`config.mk`:
```
export PLATFORM = sky130hd
export DESIGN_NAME = uart_recv_frame64
export DESIGN_NICKNAME = d
export VERILOG_FILES = /design/src/rtl/uart_recv_frame64.sv
export SDC_FILE = /design/constraint.sdc
export NUM_CORES = 1
export LEC_CHECK = 0
export BUFFER_PORTS_ARGS = -buffer_cell sky130_fd_sc_hd__buf_4
export CAP_MARGIN = 20
export CORE_ASPECT_RATIO = 0.75
export CORE_MARGIN = 2
export CORE_UTILIZATION = 45
export CTS_CLUSTER_SIZE = 25
export DETAILED_ROUTE_END_ITERATION = 8
export SETUP_SLACK_MARGIN = 0.05
export SLEW_MARGIN = 25
export SYNTH_ARGS = -nofsm -noshare
export SYNTH_HDL_FRONTEND = slang
export SYNTH_SLANG_ARGS = --single-unit
```
`constraint.sdc`:
```
create_clock -name CLK100MHZ -period 2.8 [get_ports CLK100MHZ]
set_input_delay 0.42 -clock CLK100MHZ [delete_from_list [all_inputs] [get_ports CLK100MHZ]]
set_output_delay 0.42 -clock CLK100MHZ [all_outputs]
set_load 0.05 [all_outputs]
```
`src/rtl/uart_recv_frame64.sv`:
```
// rtl/uart_recv_frame64.sv - 8-N-1 UART receiver assembling eight bytes into one 64-bit word
// Optional inter-byte idle timeout: define UART_RECV_TIMEOUT_EN.
`timescale 1ns/1ps
module uart_recv_frame64 #(
    parameter int CLK_FREQ     = 100_000_000,
    parameter int UART_BPS     = 115200,
    parameter int TIMEOUT_BITS = 20
) (
    input  logic        CLK100MHZ,
    input  logic        CPU_RESETN,
    input  logic        uart_rxd,
    output logic        uart_done,
    output logic [63:0] uart_data,
    output logic        uart_frame_err,
    output logic        uart_busy
);

    localparam int BPS_CNT = CLK_FREQ / UART_BPS;
    localparam int CNT_W   = $clog2(BPS_CNT);
    localparam logic [CNT_W-1:0] HALF_LAST = CNT_W'(BPS_CNT / 2 - 1);
    localparam logic [CNT_W-1:0] BIT_LAST  = CNT_W'(BPS_CNT - 1);

`ifdef UART_RECV_TIMEOUT_EN
    localparam int IDLE_LIMIT = TIMEOUT_BITS * BPS_CNT;
    localparam int IDLE_W     = $clog2(IDLE_LIMIT);
    localparam logic [IDLE_W-1:0] IDLE_LAST = IDLE_W'(IDLE_LIMIT - 1);
    logic [IDLE_W-1:0] r_idle_cnt;
`endif

    typedef enum logic [1:0] {
        S_IDLE,
        S_START,
        S_DATA,
        S_STOP
    } state_t;

    state_t           r_state;
    logic             r_sync1;
    logic             r_sync2;
    logic             r_sync3;
    logic [CNT_W-1:0] r_baud;
    logic [2:0]       r_bit_idx;
    logic [2:0]       r_byte_cnt;
    logic [7:0]       r_byte;
    logic [63:0]      r_word;
    logic             w_fall;

    // Two flops for metastability, the third only for edge detection.
    always_ff @(posedge CLK100MHZ or negedge CPU_RESETN) begin
        if (!CPU_RESETN) begin
            r_sync1 <= 1'b1;
            r_sync2 <= 1'b1;
            r_sync3 <= 1'b1;
        end else begin
            r_sync1 <= uart_rxd;
            r_sync2 <= r_sync1;
            r_sync3 <= r_sync2;
        end
    end

    assign w_fall = ~r_sync2 & r_sync3;

    always_ff @(posedge CLK100MHZ or negedge CPU_RESETN) begin
        if (!CPU_RESETN) begin
            r_state        <= S_IDLE;
            r_baud         <= '0;
            r_bit_idx      <= '0;
            r_byte_cnt     <= '0;
            r_byte         <= '0;
            r_word         <= '0;
            uart_done      <= 1'b0;
            uart_data      <= '0;
            uart_frame_err <= 1'b0;
            uart_busy      <= 1'b0;
`ifdef UART_RECV_TIMEOUT_EN
            r_idle_cnt     <= '0;
`endif
        end else begin
            uart_done      <= 1'b0;
            uart_frame_err <= 1'b0;
            case (r_state)
                S_IDLE: begin
                    if (w_fall) begin
                        r_state   <= S_START;
                        r_baud    <= '0;
                        uart_busy <= 1'b1;
                    end
`ifdef UART_RECV_TIMEOUT_EN
                    // A stalled partial word is dropped so the next byte starts a fresh word.
                    if (w_fall) begin
                        r_idle_cnt <= '0;
                    end else if (r_byte_cnt != 3'd0) begin
                        if (r_idle_cnt == IDLE_LAST) begin
                            r_idle_cnt <= '0;
                            r_byte_cnt <= '0;
                        end else begin
                            r_idle_cnt <= r_idle_cnt + 1'b1;
                        end
                    end
`endif
                end
                S_START: begin
                    if (r_baud == HALF_LAST) begin
                        r_baud <= '0;
                        if (!r_sync2) begin
                            r_state   <= S_DATA;
                            r_bit_idx <= '0;
                        end else begin
                            r_state   <= S_IDLE;
                            uart_busy <= 1'b0;
                        end
                    end else begin
                        r_baud <= r_baud + 1'b1;
                    end
                end
                S_DATA: begin
                    if (r_baud == BIT_LAST) begin
                        r_baud    <= '0;
                        r_byte    <= {r_sync2, r_byte[7:1]};
                        r_bit_idx <= r_bit_idx + 1'b1;
                        if (r_bit_idx == 3'd7) begin
                            r_state <= S_STOP;
                        end
                    end else begin
                        r_baud <= r_baud + 1'b1;
                    end
                end
                S_STOP: begin
                    if (r_baud == BIT_LAST) begin
                        r_baud    <= '0;
                        r_state   <= S_IDLE;
                        uart_busy <= 1'b0;
                        if (r_sync2) begin
                            // First byte shifts up to [63:56] by the time the eighth lands.
                            r_word     <= {r_word[55:0], r_byte};
                            r_byte_cnt <= r_byte_cnt + 1'b1;
                            if (r_byte_cnt == 3'd7) begin
                                uart_data <= {r_word[55:0], r_byte};
                                uart_done <= 1'b1;
                            end
                        end else begin
                            uart_frame_err <= 1'b1;
                            r_byte_cnt     <= '0;
                        end
                    end else begin
                        r_baud <= r_baud + 1'b1;
                    end
                end
                default: begin
                    r_state   <= S_IDLE;
                    uart_busy <= 1'b0;
                end
            endcase
        end
    end

endmodule

```
==> results.yml, run 1 <==
sta:
  final_critical_path_setup_slack_ps: 429
  final_period_minus_worst_setup_slack_ps: 2370
  worst_pin_slew_ps: 627
  rsz0062_at_grt: "false"
  finalSetupTns_ps: 0
  hold_viol_final: 3
  slew_violations: 0
  fmaxAchievable_mhz: 422
  setup_skew_after_layout_ps: 7.45
  final-setup-viol-count: 0
  worst_hold_slack_ps: -2.26
  slew-limit-headroom_pct: 57.7
  post-route-period-util_pct: 84.7
clocking:
  clockBufferDepth: 2
  h_tree_levels: 4
  cts_resized: 0
  cts_num_sinks: 152
  cts-hold-fix-buffers: 0
  tritoncts: "done"
  tritoncts.num_buffers: 17
  cts_post_setup_buffers_inserted: 0
  root_buffer: "sky130_fd_sc_hd__clkbuf_16"
  cts.reportedPaths.clkPinSlew_ps: 60
  clock_insertion_delay_worst_skew_ps: 410
global_routing:
  grt_pass1_wl_mm: 18.0
  initial_antenna_violation_count: 0
  grt_overflow: 0
  grt.total_usage_pct: 16.4
  grt_start_max_net_pins: 69
  number_of_global_route_vias_before_repair: 3456
critical_path:
  cp_max_fo: 42
  worstSetupStartpoint: "r_baud[0]"
  critPathCaptureType: "flip-flop"
  critical_path.reg2reg.startpoint: "r_baud[0]"
  endpoint: "uart_data[25]"
  timing.setup.critical_path_class: "reg -> reg"
  critPathRequiredTime_ps: 3090
  cp.arrival_ps: 2660
  reg2reg_depth: 6
  reg2reg_setup_slack_ps: 430
  timing.critical_path.from_type: "flip-flop"
  crit-reg2reg-capture: "uart_data[25]"
finish:
  final_net_count: 489
  layout_commonest_cell: "sky130_fd_sc_hd__dfrtp_1"
  synthToLayoutAreaGrowth_pct: 21.2
  most-common-layout-cells: "sky130_fd_sc_hd__dfrtp_1 (149), sky130_fd_sc_hd__mux2_2 (119), sky130_fd_sc_hd__buf_4 (73)"
  final_layout_size_suffix_gt1_share_pct: 47.9
  fillerInstances: 1076
  n_antenna_cell: 0
  final_design_area_excluding_fillers_mm2: 0.00732
logic_synthesis:
  syn_inst: 402
  synth_simple_gate_area_share_pct: 5.55
  synth-warning-count: 0
  yosys_top_cell_by_area: "sky130_fd_sc_hd__dfrtp_1"
  post_synth_instance_area_mm2: 0.00604
  synth_top_cells_by_area: "sky130_fd_sc_hd__dfrtp_1 (62%), sky130_fd_sc_hd__mux2_2 (22%), sky130_fd_sc_hd__buf_6 (1.9%)"
  multiplexer_share_of_the_synthesized_area_pct: 24.5
  synthesis.nets: 411
  largest_family_of_logic_cells_by_synthesized_area: "multiplexers"
  postSynthRegisterBits: 152
  syn_avg_cell_area_um2: 15.0
  compound_gate_fraction_of_synth_area_pct: 2.34
  sequential_element_share_of_the_synthesized_area_pct: 63.1
  yosysUniqueCellTypes: 38
  synth_adder_area_share_pct: 1.24
  synth_top_area_share_pct: 61.7
  synth_xor_xnor_area_share_pct: 0.290
pwr:
  power.internal_mw: 3.75
  power.share.switching_pct: 21.7
  share_clk_of_total_power_pct: 47.1
  vdd_ir_drop_max_mv: 0.405
  power.net_switching_mw: 1.04
  power_frac_seq_pct: 48.8
  p_leak_nw: 3.76
  power-per-cell-area_mw_per_mm2: 654
  comb_power_share_pct: 4.2
placement:
  post-dp-hpwl_mm: 7.16
  globalplace.congestion: 0.777
  place_ws_ps: 452
  place.port_buffers: 69
  place_area_mm2: 0.00672
floorplanning:
  die_area_mm2: 0.0144
  coreArea_mm2: 0.0131
  die_h_um: 104
  num_rows: 36
  ios: 70
  die_boundary_width_um: 138
  initial_utilization_pct: 46.2
status:
  failed_checks: "negative hold slack"
  run_status: "complete, but fails checks"
detailed_routing:
  routed_via_density: 5.12
  drt_iter0_markers: 205
  dr_total_vias: 3402
  number_of_detailed_route_iterations_in_the_first_pass: 4
  totalWireLength_mm: 10.6
  ant_nets: 0
  drcViolationCount: 0
  avgRoutedWirePerCell_um: 15.9
job:
  cap_viol_max_count: 0
hold_path:
  worst_hold_path_type: "in -> async"
-- cells in the mapped netlist --
master                      count
sky130_fd_sc_hd__o22ai_1        1
sky130_fd_sc_hd__a21oi_1        4
sky130_fd_sc_hd__nor2_1         5
sky130_fd_sc_hd__inv_1          7
sky130_fd_sc_hd__ha_1           6
sky130_fd_sc_hd__and2_1         3
sky130_fd_sc_hd__mux2_1         9
sky130_fd_sc_hd__nor2b_1        4
sky130_fd_sc_hd__buf_4          2
sky130_fd_sc_hd__or4b_2         2
sky130_fd_sc_hd__nand2_1       20
sky130_fd_sc_hd__o211ai_1       3
sky130_fd_sc_hd__a41oi_1        1
sky130_fd_sc_hd__or3_1          1
sky130_fd_sc_hd__and3_1         3
sky130_fd_sc_hd__and4_1         1
sky130_fd_sc_hd__a22oi_1        1
sky130_fd_sc_hd__nor3_1         5
sky130_fd_sc_hd__nand4_1        4
sky130_fd_sc_hd__dfstp_2        3
sky130_fd_sc_hd__mux2i_1        4
sky130_fd_sc_hd__buf_2          2
sky130_fd_sc_hd__and4bb_2       1
sky130_fd_sc_hd__or2_2          1
sky130_fd_sc_hd__clkbuf_2       1
sky130_fd_sc_hd__nand2b_1       1
sky130_fd_sc_hd__nor3b_4        1
sky130_fd_sc_hd__xnor2_1        2
sky130_fd_sc_hd__mux2_2       119
sky130_fd_sc_hd__o2bb2ai_1      1
sky130_fd_sc_hd__dfrtp_1      149
sky130_fd_sc_hd__clkbuf_1       3
sky130_fd_sc_hd__and4b_1        1
sky130_fd_sc_hd__a211oi_1       1
sky130_fd_sc_hd__buf_6         10
sky130_fd_sc_hd__nand3_1        8
sky130_fd_sc_hd__o21ai_1        1
sky130_fd_sc_hd__o21ai_0       11
-- layout make-up --
class                      count  area [um^2]  share of cell area (%)
clock buffer                  24          502                    6.86
clock inverter                 8         92.6                    1.27
inverter                       7         26.3                   0.359
multi-input combinational    225         2050                    28.1
sequential                   152         3810                    52.0
tap                          171          214                    2.92
timing repair buffer          77          619                    8.47
-- how the worst min path moves through the flow --
stage,startpoint,end,depth (start not counted)
2_1_floorplan,CPU_RESETN,async pin,0
3_3_place_gp,r_sync1,r_sync2,0
3_5_place_dp,r_sync1,r_sync2,0
4_1_cts,CPU_RESETN,uart_data[53],1
5_1_grt,CPU_RESETN,uart_data[60],1
6_report,CPU_RESETN,r_word[44],1
-- metal layers --
metal	share of wire [%]	track usage (%)	routed length [um]	vias to the layer above
met2	44	23.7	4680	65
met1	50	23.8	5300	1730
li1	-	-	-	1594
met5	0	0	0	-
met4	1.4	7.00	148	0
met3	4.3	3.85	458	13
-- logic make-up after synthesis --
| kind of cell | after synthesis |
|---|---|
| adder cells (fa/ha/maj) | 6 |
| buffers and inverters | 25 |
| XOR/XNOR | 2 |
| flip-flops | 152 |
| multiplexers | 132 |
| AND/OR/NAND/NOR | 61 |
| AO/OA/AOI/OAI | 24 |
-- power by group through the flow --
stage	combinational, mW	clock [mW]	sequential [mW]
floorplan	0.134	0	2.34
global placement	0.194	0	2.37
detailed placement	0.202	0	2.37
CTS	0.202	2.31	2.33
global route	0.231	2.42	2.35
finish	0.199	2.25	2.34
-- per-stage QoR --
| stage | power [mW] | util (%) | std cells |
|---|---|---|---|
| after global routing | 5.00 | 56.0 | 664 |
| final | 4.79 | 56.0 | 664 |
| after floorplan | 2.48 | - | 402 |
| after detailed placement | 2.57 | 51.5 | 632 |
| after CTS | 4.85 | 56.0 | 664 |
| after global placement | 2.56 | 51.5 | 632 |
-- flip-flops by register name (all words and copies together), names as in the netlist, named ones only --
signal          flops
r_byte_cnt          3
uart_done           1
r_bit_idx           3
r_byte              8
r_state             1
uart_data          64
uart_busy           1
uart_frame_err      1
r_sync3             1
r_sync2             1
r_baud             10
r_sync1             1
r_word             56
-- worst max-delay path, stage by stage (launching register included) --
cell                      delay, ps
sky130_fd_sc_hd__dfrtp_1        410
sky130_fd_sc_hd__ha_1           240
sky130_fd_sc_hd__nor2b_1        290
sky130_fd_sc_hd__and4_1         270
sky130_fd_sc_hd__and3_2         360
sky130_fd_sc_hd__buf_12         290
sky130_fd_sc_hd__mux2_2         370
(Power assumes the default switching activity.)
==> run 2, diff against run 1 <==
==> constraint.sdc (replaced) <==
create_clock -name CLK100MHZ -period 2.2 [get_ports CLK100MHZ]
set_input_delay 0.33 -clock CLK100MHZ [delete_from_list [all_inputs] [get_ports CLK100MHZ]]
set_output_delay 0.33 -clock CLK100MHZ [all_outputs]
set_load 0.05 [all_outputs]
==> run 2 against run 1 <==
Effect of this change: the run now ends clean; flip-flop and latch count stayed put; clock power grew 28%; sequential power increased by 26%; final area grew 1.6%; clock-buffer cell count shrank 4; hold slack gained 27 ps; via count up 0.29%; power is 28% higher; wire length increased by 4.4%; critical path type unchanged; critical endpoint is now r_word[1]; largest cell class unchanged; largest power group unchanged.
==> results.yml, run 2 (synthesis gave the netlist of run 1 again) <==
status:
  run_status: "completed"
clocking:
  cts_post_setup_buffers_inserted: 0
  clock_insertion_delay_worst_skew_ps: 410
  h_tree_levels: 4
  clockBufferDepth: 2
  cts.reportedPaths.clkPinSlew_ps: 60
  root_buffer: "sky130_fd_sc_hd__clkbuf_16"
  cts_num_sinks: 152
  tritoncts: "done"
  tritoncts.num_buffers: 17
floorplanning:
  coreArea_mm2: 0.0131
  num_rows: 36
  die_area_mm2: 0.0144
  die_h_um: 104
  initial_utilization_pct: 46.2
  ios: 70
  die_boundary_width_um: 138
sta:
  setup_skew_after_layout_ps: 8.11
  hold_viol_final: 0
  finalSetupTns_ps: 0
  fmaxAchievable_mhz: 489
  slew-limit-headroom_pct: 65.5
  final-setup-viol-count: 0
  worst_pin_slew_ps: 518
  slew_violations: 0
  final_period_minus_worst_setup_slack_ps: 2040
  post-route-period-util_pct: 92.9
  rsz0062_at_grt: "false"
  worst_hold_slack_ps: 24.6
detailed_routing:
  number_of_detailed_route_iterations_in_the_first_pass: 5
  drt_iter0_markers: 160
  drcViolationCount: 0
  totalWireLength_mm: 11.1
  dr_total_vias: 3412
  avgRoutedWirePerCell_um: 16.5
  ant_nets: 0
  routed_via_density: 5.09
finish:
  most-common-layout-cells: "sky130_fd_sc_hd__dfrtp_1 (149), sky130_fd_sc_hd__mux2_2 (119), sky130_fd_sc_hd__buf_4 (75)"
  synthToLayoutAreaGrowth_pct: 23.1
  final_design_area_excluding_fillers_mm2: 0.00743
  flip_flop_count_of_the_largest_register_after_layout: 64
  n_antenna_cell: 0
  fillerInstances: 1065
  layout_commonest_cell: "sky130_fd_sc_hd__dfrtp_1"
  reg.largest.list: "uart_data: 64 flops, r_word: 56 flops, r_baud: 10 flops"
  max_flop_register: "uart_data"
  final_net_count: 496
  final_layout_size_suffix_gt1_share_pct: 48.5
pwr:
  power-per-cell-area_mw_per_mm2: 826
  power.net_switching_mw: 1.37
  power.share.switching_pct: 22.4
  vdd_ir_drop_max_mv: 0.562
  power.internal_mw: 4.76
  comb_power_share_pct: 4.8
  share_clk_of_total_power_pct: 47.0
  power_frac_seq_pct: 48.2
  p_leak_nw: 3.80
placement:
  place_area_mm2: 0.00680
  globalplace.congestion: 0.845
  post-dp-hpwl_mm: 7.23
  place.port_buffers: 69
global_routing:
  grt_start_max_net_pins: 59
  number_of_global_route_vias_before_repair: 3423
  grtUsageMet1_pct: 23.5
  grt_overflow: 0
  grt.total_usage_pct: 16.5
  grt_pass1_wl_mm: 18.2
  initial_antenna_violation_count: 0
  peak_usage_layer_in_the_global_routing_report: "met2"
  grt_use_met3_pct: 5.07
  grtUsageMet2_pct: 24.4
critical_path:
  timing.critical_path.from_type: "flip-flop"
  cp.arrival_ps: 2340
  cp_max_fo: 34
  critPathCaptureType: "flip-flop"
  critPathRequiredTime_ps: 2490
  timing.setup.critical_path_class: "reg -> reg"
job:
  cap_viol_max_count: 0
hold_path:
  worst_hold_path_type: "in -> reg"
run 2: per-layer routing:
layer / vias up / share of wire, % / wire (um)
met2: 60 / 46 / 5100
li1: 1598 / - / -
met5: - / 0 / 0
met4: 0 / 1.0 / 112
met3: 11 / 4.1 / 454
met1: 1743 / 49 / 5390
run 2: layout make-up:
class / count / area (um^2) / share of cell area, %
multi-input cells: 225 / 2070 / 27.8
well taps: 171 / 214 / 2.88
clock inverters: 11 / 150 / 2.02
clock buffers: 20 / 437 / 5.87
flip-flops and latches: 152 / 3810 / 51.2
repair buffers: 84 / 729 / 9.81
inverters: 7 / 26.3 / 0.353
run 2: stage by stage:
stage | utilization [%] | setup WS [ps] | power (mW) | instances
2_1_floorplan | - | 159 | 3.15 | 402
3_3_place_gp | 52.0 | 166 | 3.29 | 637
3_5_place_dp | 52.0 | 94.5 | 3.30 | 637
4_1_cts | 56.6 | 89.8 | 6.21 | 669
5_1_grt | 56.9 | 61.3 | 6.41 | 670
6_report | 56.9 | 156 | 6.14 | 670
run 2: worst paths after layout:
kind / startpoint / endpoint / slack (ps) / cells past startpoint
setup / recovery: r_baud[0] / r_word[1] / 160 / 7
setup reg to reg: r_baud[0] / r_word[1] / 160 / 7
max in group asynchronous: CPU_RESETN / r_sync1 / 1040 / 3
hold reg to reg: r_sync1 / r_sync2 / 350 / 0
hold / removal: uart_rxd / r_sync1 / 20 / 1
min in group asynchronous: CPU_RESETN / uart_data[54] / 450 / 2
run 2: what timing repair did:
item                                    CTS  global route
endpoints found under the setup margin    0            41
hold buffers                              1             0
resized for setup                         0             3
hold endpoints to repair                 53             0
run 2: power groups by stage:
stage / registers (mW) / logic (mW) / clock network, mW
after floorplan: 2.98 / 0.170 / 0
after global placement: 3.00 / 0.288 / 0
after detailed placement: 3.00 / 0.300 / 0
after CTS: 2.95 / 0.303 / 2.96
after global routing: 2.97 / 0.345 / 3.10
final: 2.96 / 0.295 / 2.89
run 2: worst max-delay path, stage by stage, from the launching register on:
cell and delay [ps]:
sky130_fd_sc_hd__dfrtp_1 430, sky130_fd_sc_hd__ha_1 260, sky130_fd_sc_hd__nor2b_1 150, sky130_fd_sc_hd__and4_1 190, sky130_fd_sc_hd__buf_4 170, sky130_fd_sc_hd__nand2_2 120, sky130_fd_sc_hd__buf_12 220, sky130_fd_sc_hd__mux2_2 370
==> run 3, diff against run 2 <==
--- a/config.mk
+++ b/config.mk
@@ -12,6 +12,7 @@
 export CORE_UTILIZATION = 45
 export CTS_CLUSTER_SIZE = 25
 export DETAILED_ROUTE_END_ITERATION = 8
+export MAX_ROUTING_LAYER = met4
 export SETUP_SLACK_MARGIN = 0.05
 export SLEW_MARGIN = 25
 export SYNTH_ARGS = -nofsm -noshare
==> run 3 against run 2 <==
Effect of this change: clock power increased by 3%; setup slack got worse by 2.1 ps; global-route usage increased by 0.52 points; largest power group is now clock; final cell count increased by 0.75%; clock-buffer cell count decreased by 1; first-iteration DRC count decreased by 5.6%; utilization increased by 0.43 points; non-clock buffer count increased by 4; critical endpoint is now r_word[32]; hold slack improved by 2.7 ps.
==> results.yml, run 3 (synthesis gave the netlist of run 1 again) <==
global_routing:
  grt_pass1_wl_mm: 18.2
  grt_start_max_net_pins: 69
  grt.total_usage_pct: 17.0
  number_of_global_route_vias_before_repair: 3461
  initial_antenna_violation_count: 0
  grt_overflow: 0
critical_path:
  timing.critical_path.from_type: "flip-flop"
  critPathCaptureType: "flip-flop"
  cp.arrival_ps: 2340
  cp_max_fo: 22
  timing.setup.critical_path_class: "reg -> reg"
  critPathRequiredTime_ps: 2490
placement:
  globalplace.congestion: 0.802
  place.port_buffers: 69
  place_area_mm2: 0.00685
  place_ws_ps: 110
  post-dp-hpwl_mm: 7.50
detailed_routing:
  ant_nets: 0
  avgRoutedWirePerCell_um: 16.5
  drcViolationCount: 0
  routed_via_density: 5.18
  totalWireLength_mm: 11.2
  drt_iter0_markers: 151
  dr_total_vias: 3494
  number_of_detailed_route_iterations_in_the_first_pass: 4
sta:
  worst_pin_slew_ps: 650
  slew-limit-headroom_pct: 56.6
  post-route-period-util_pct: 93.0
  final_period_minus_worst_setup_slack_ps: 2050
  fmaxAchievable_mhz: 489
  final-setup-viol-count: 0
  setup_skew_after_layout_ps: 9.84
  final_critical_path_setup_slack_ps: 154
  slew_violations: 0
  rsz0062_at_grt: "false"
  finalSetupTns_ps: 0
  hold_viol_final: 0
finish:
  flip_flop_count_of_the_largest_register_after_layout: 64
  final_net_count: 500
  n_antenna_cell: 0
  most-common-layout-cells: "sky130_fd_sc_hd__dfrtp_1 (148), sky130_fd_sc_hd__mux2_2 (119), sky130_fd_sc_hd__buf_4 (78)"
  synthToLayoutAreaGrowth_pct: 24.0
  final_design_area_excluding_fillers_mm2: 0.00749
  final_layout_size_suffix_gt1_share_pct: 49.6
  max_flop_register: "uart_data"
  layout_commonest_cell: "sky130_fd_sc_hd__dfrtp_1"
  reg.largest.list: "uart_data: 64 flops, r_word: 56 flops, r_baud: 10 flops"
  fillerInstances: 1072
floorplanning:
  initial_utilization_pct: 46.2
  die_h_um: 104
  coreArea_mm2: 0.0131
  die_boundary_width_um: 138
  ios: 70
  die_area_mm2: 0.0144
  num_rows: 36
job:
  cap_viol_max_count: 0
clocking:
  root_buffer: "sky130_fd_sc_hd__clkbuf_16"
  h_tree_levels: 4
  tritoncts: "done"
  tritoncts.num_buffers: 17
  cts_num_sinks: 152
  clock_insertion_delay_worst_skew_ps: 410
  cts.reportedPaths.clkPinSlew_ps: 60
  clockBufferDepth: 2
pwr:
  vdd_ir_drop_max_mv: 0.500
  p_leak_nw: 3.83
  power-per-cell-area_mw_per_mm2: 835
status:
  run_status: "completed"
hold_path:
  worst_hold_path_type: "in -> reg"
run 3: cell types whose count changed in the layout (fill, tap and decap cells not counted):
cell | before | now
sky130_fd_sc_hd__dfrtp_1 | 149 | 148
sky130_fd_sc_hd__clkbuf_1 | 3 | 1
sky130_fd_sc_hd__buf_4 | 75 | 78
sky130_fd_sc_hd__buf_12 | 6 | 7
sky130_fd_sc_hd__clkbuf_16 | 18 | 17
sky130_fd_sc_hd__dfrtp_2 | 0 | 1
sky130_fd_sc_hd__inv_6 | 1 | 2
sky130_fd_sc_hd__buf_6 | 1 | 2
sky130_fd_sc_hd__clkbuf_8 | 0 | 1
sky130_fd_sc_hd__inv_8 | 0 | 1
run 3: through the flow:
stage / power [mW] / hold slack, ps / utilization (%) / std cells
4_1_cts: 6.34 / 11.3 / 57.2 / 675
5_1_grt: 6.53 / 6.22 / 57.3 / 675
3_5_place_dp: 3.32 / 350 / 52.4 / 642
2_1_floorplan: 3.15 / 34.4 / - / 402
3_3_place_gp: 3.31 / 349 / 52.4 / 642
6_report: 6.26 / 27.3 / 57.3 / 675
run 3: worst paths after layout:
check	start	endpoint	slack [ps]	cells past startpoint
worst max-delay path	r_baud[0]	r_word[32]	150	7
worst min-delay path	uart_rxd	r_sync1	30	1
max in group asynchronous	CPU_RESETN	r_sync3	1030	3
min in group asynchronous	CPU_RESETN	uart_data[58]	510	2
worst min register to register	r_sync1	r_sync2	360	0
worst max register to register	r_baud[0]	r_word[32]	150	7
run 3: where the power goes:
group | leakage, nW | switching [mW] | internal [mW]
clock network | 0.296 | 1.15 | 1.83
logic | 1.44 | 0.191 | 0.133
registers | 2.09 | 0.0812 | 2.86
run 3: layer usage:
layer	track usage [%]	vias up	routed length, um
met2	23.8	66	4960
met1	24.3	1793	5620
met4	5.76	0	159
met5	-	-	0
met3	4.29	13	427
li1	-	1622	-
run 3: timing repair:
item,4_1_cts,5_1_grt
hold buffers,1,0
gates resized for setup,0,5
buffers inserted,0,0
hold endpoints to repair,63,0
setup endpoints to repair,0,93
run 3: cell type report:
class | instances | area [um^2] | area share [%]
clock buffer | 19 | 443 | 5.91
clock inverter | 13 | 170 | 2.27
inverter | 7 | 26.3 | 0.351
multi-input combinational | 225 | 2070 | 27.6
sequential | 152 | 3810 | 50.9
tap | 171 | 214 | 2.86
timing repair buffer | 88 | 758 | 10.1
run 3: critical path, cell delays in order, from the launching register on:
cell	delay (ps)
sky130_fd_sc_hd__dfrtp_2	430
sky130_fd_sc_hd__ha_1	250
sky130_fd_sc_hd__nor2b_1	160
sky130_fd_sc_hd__and4_1	200
sky130_fd_sc_hd__buf_4	170
sky130_fd_sc_hd__nand2_2	100
sky130_fd_sc_hd__buf_6	230
sky130_fd_sc_hd__mux2_2	370
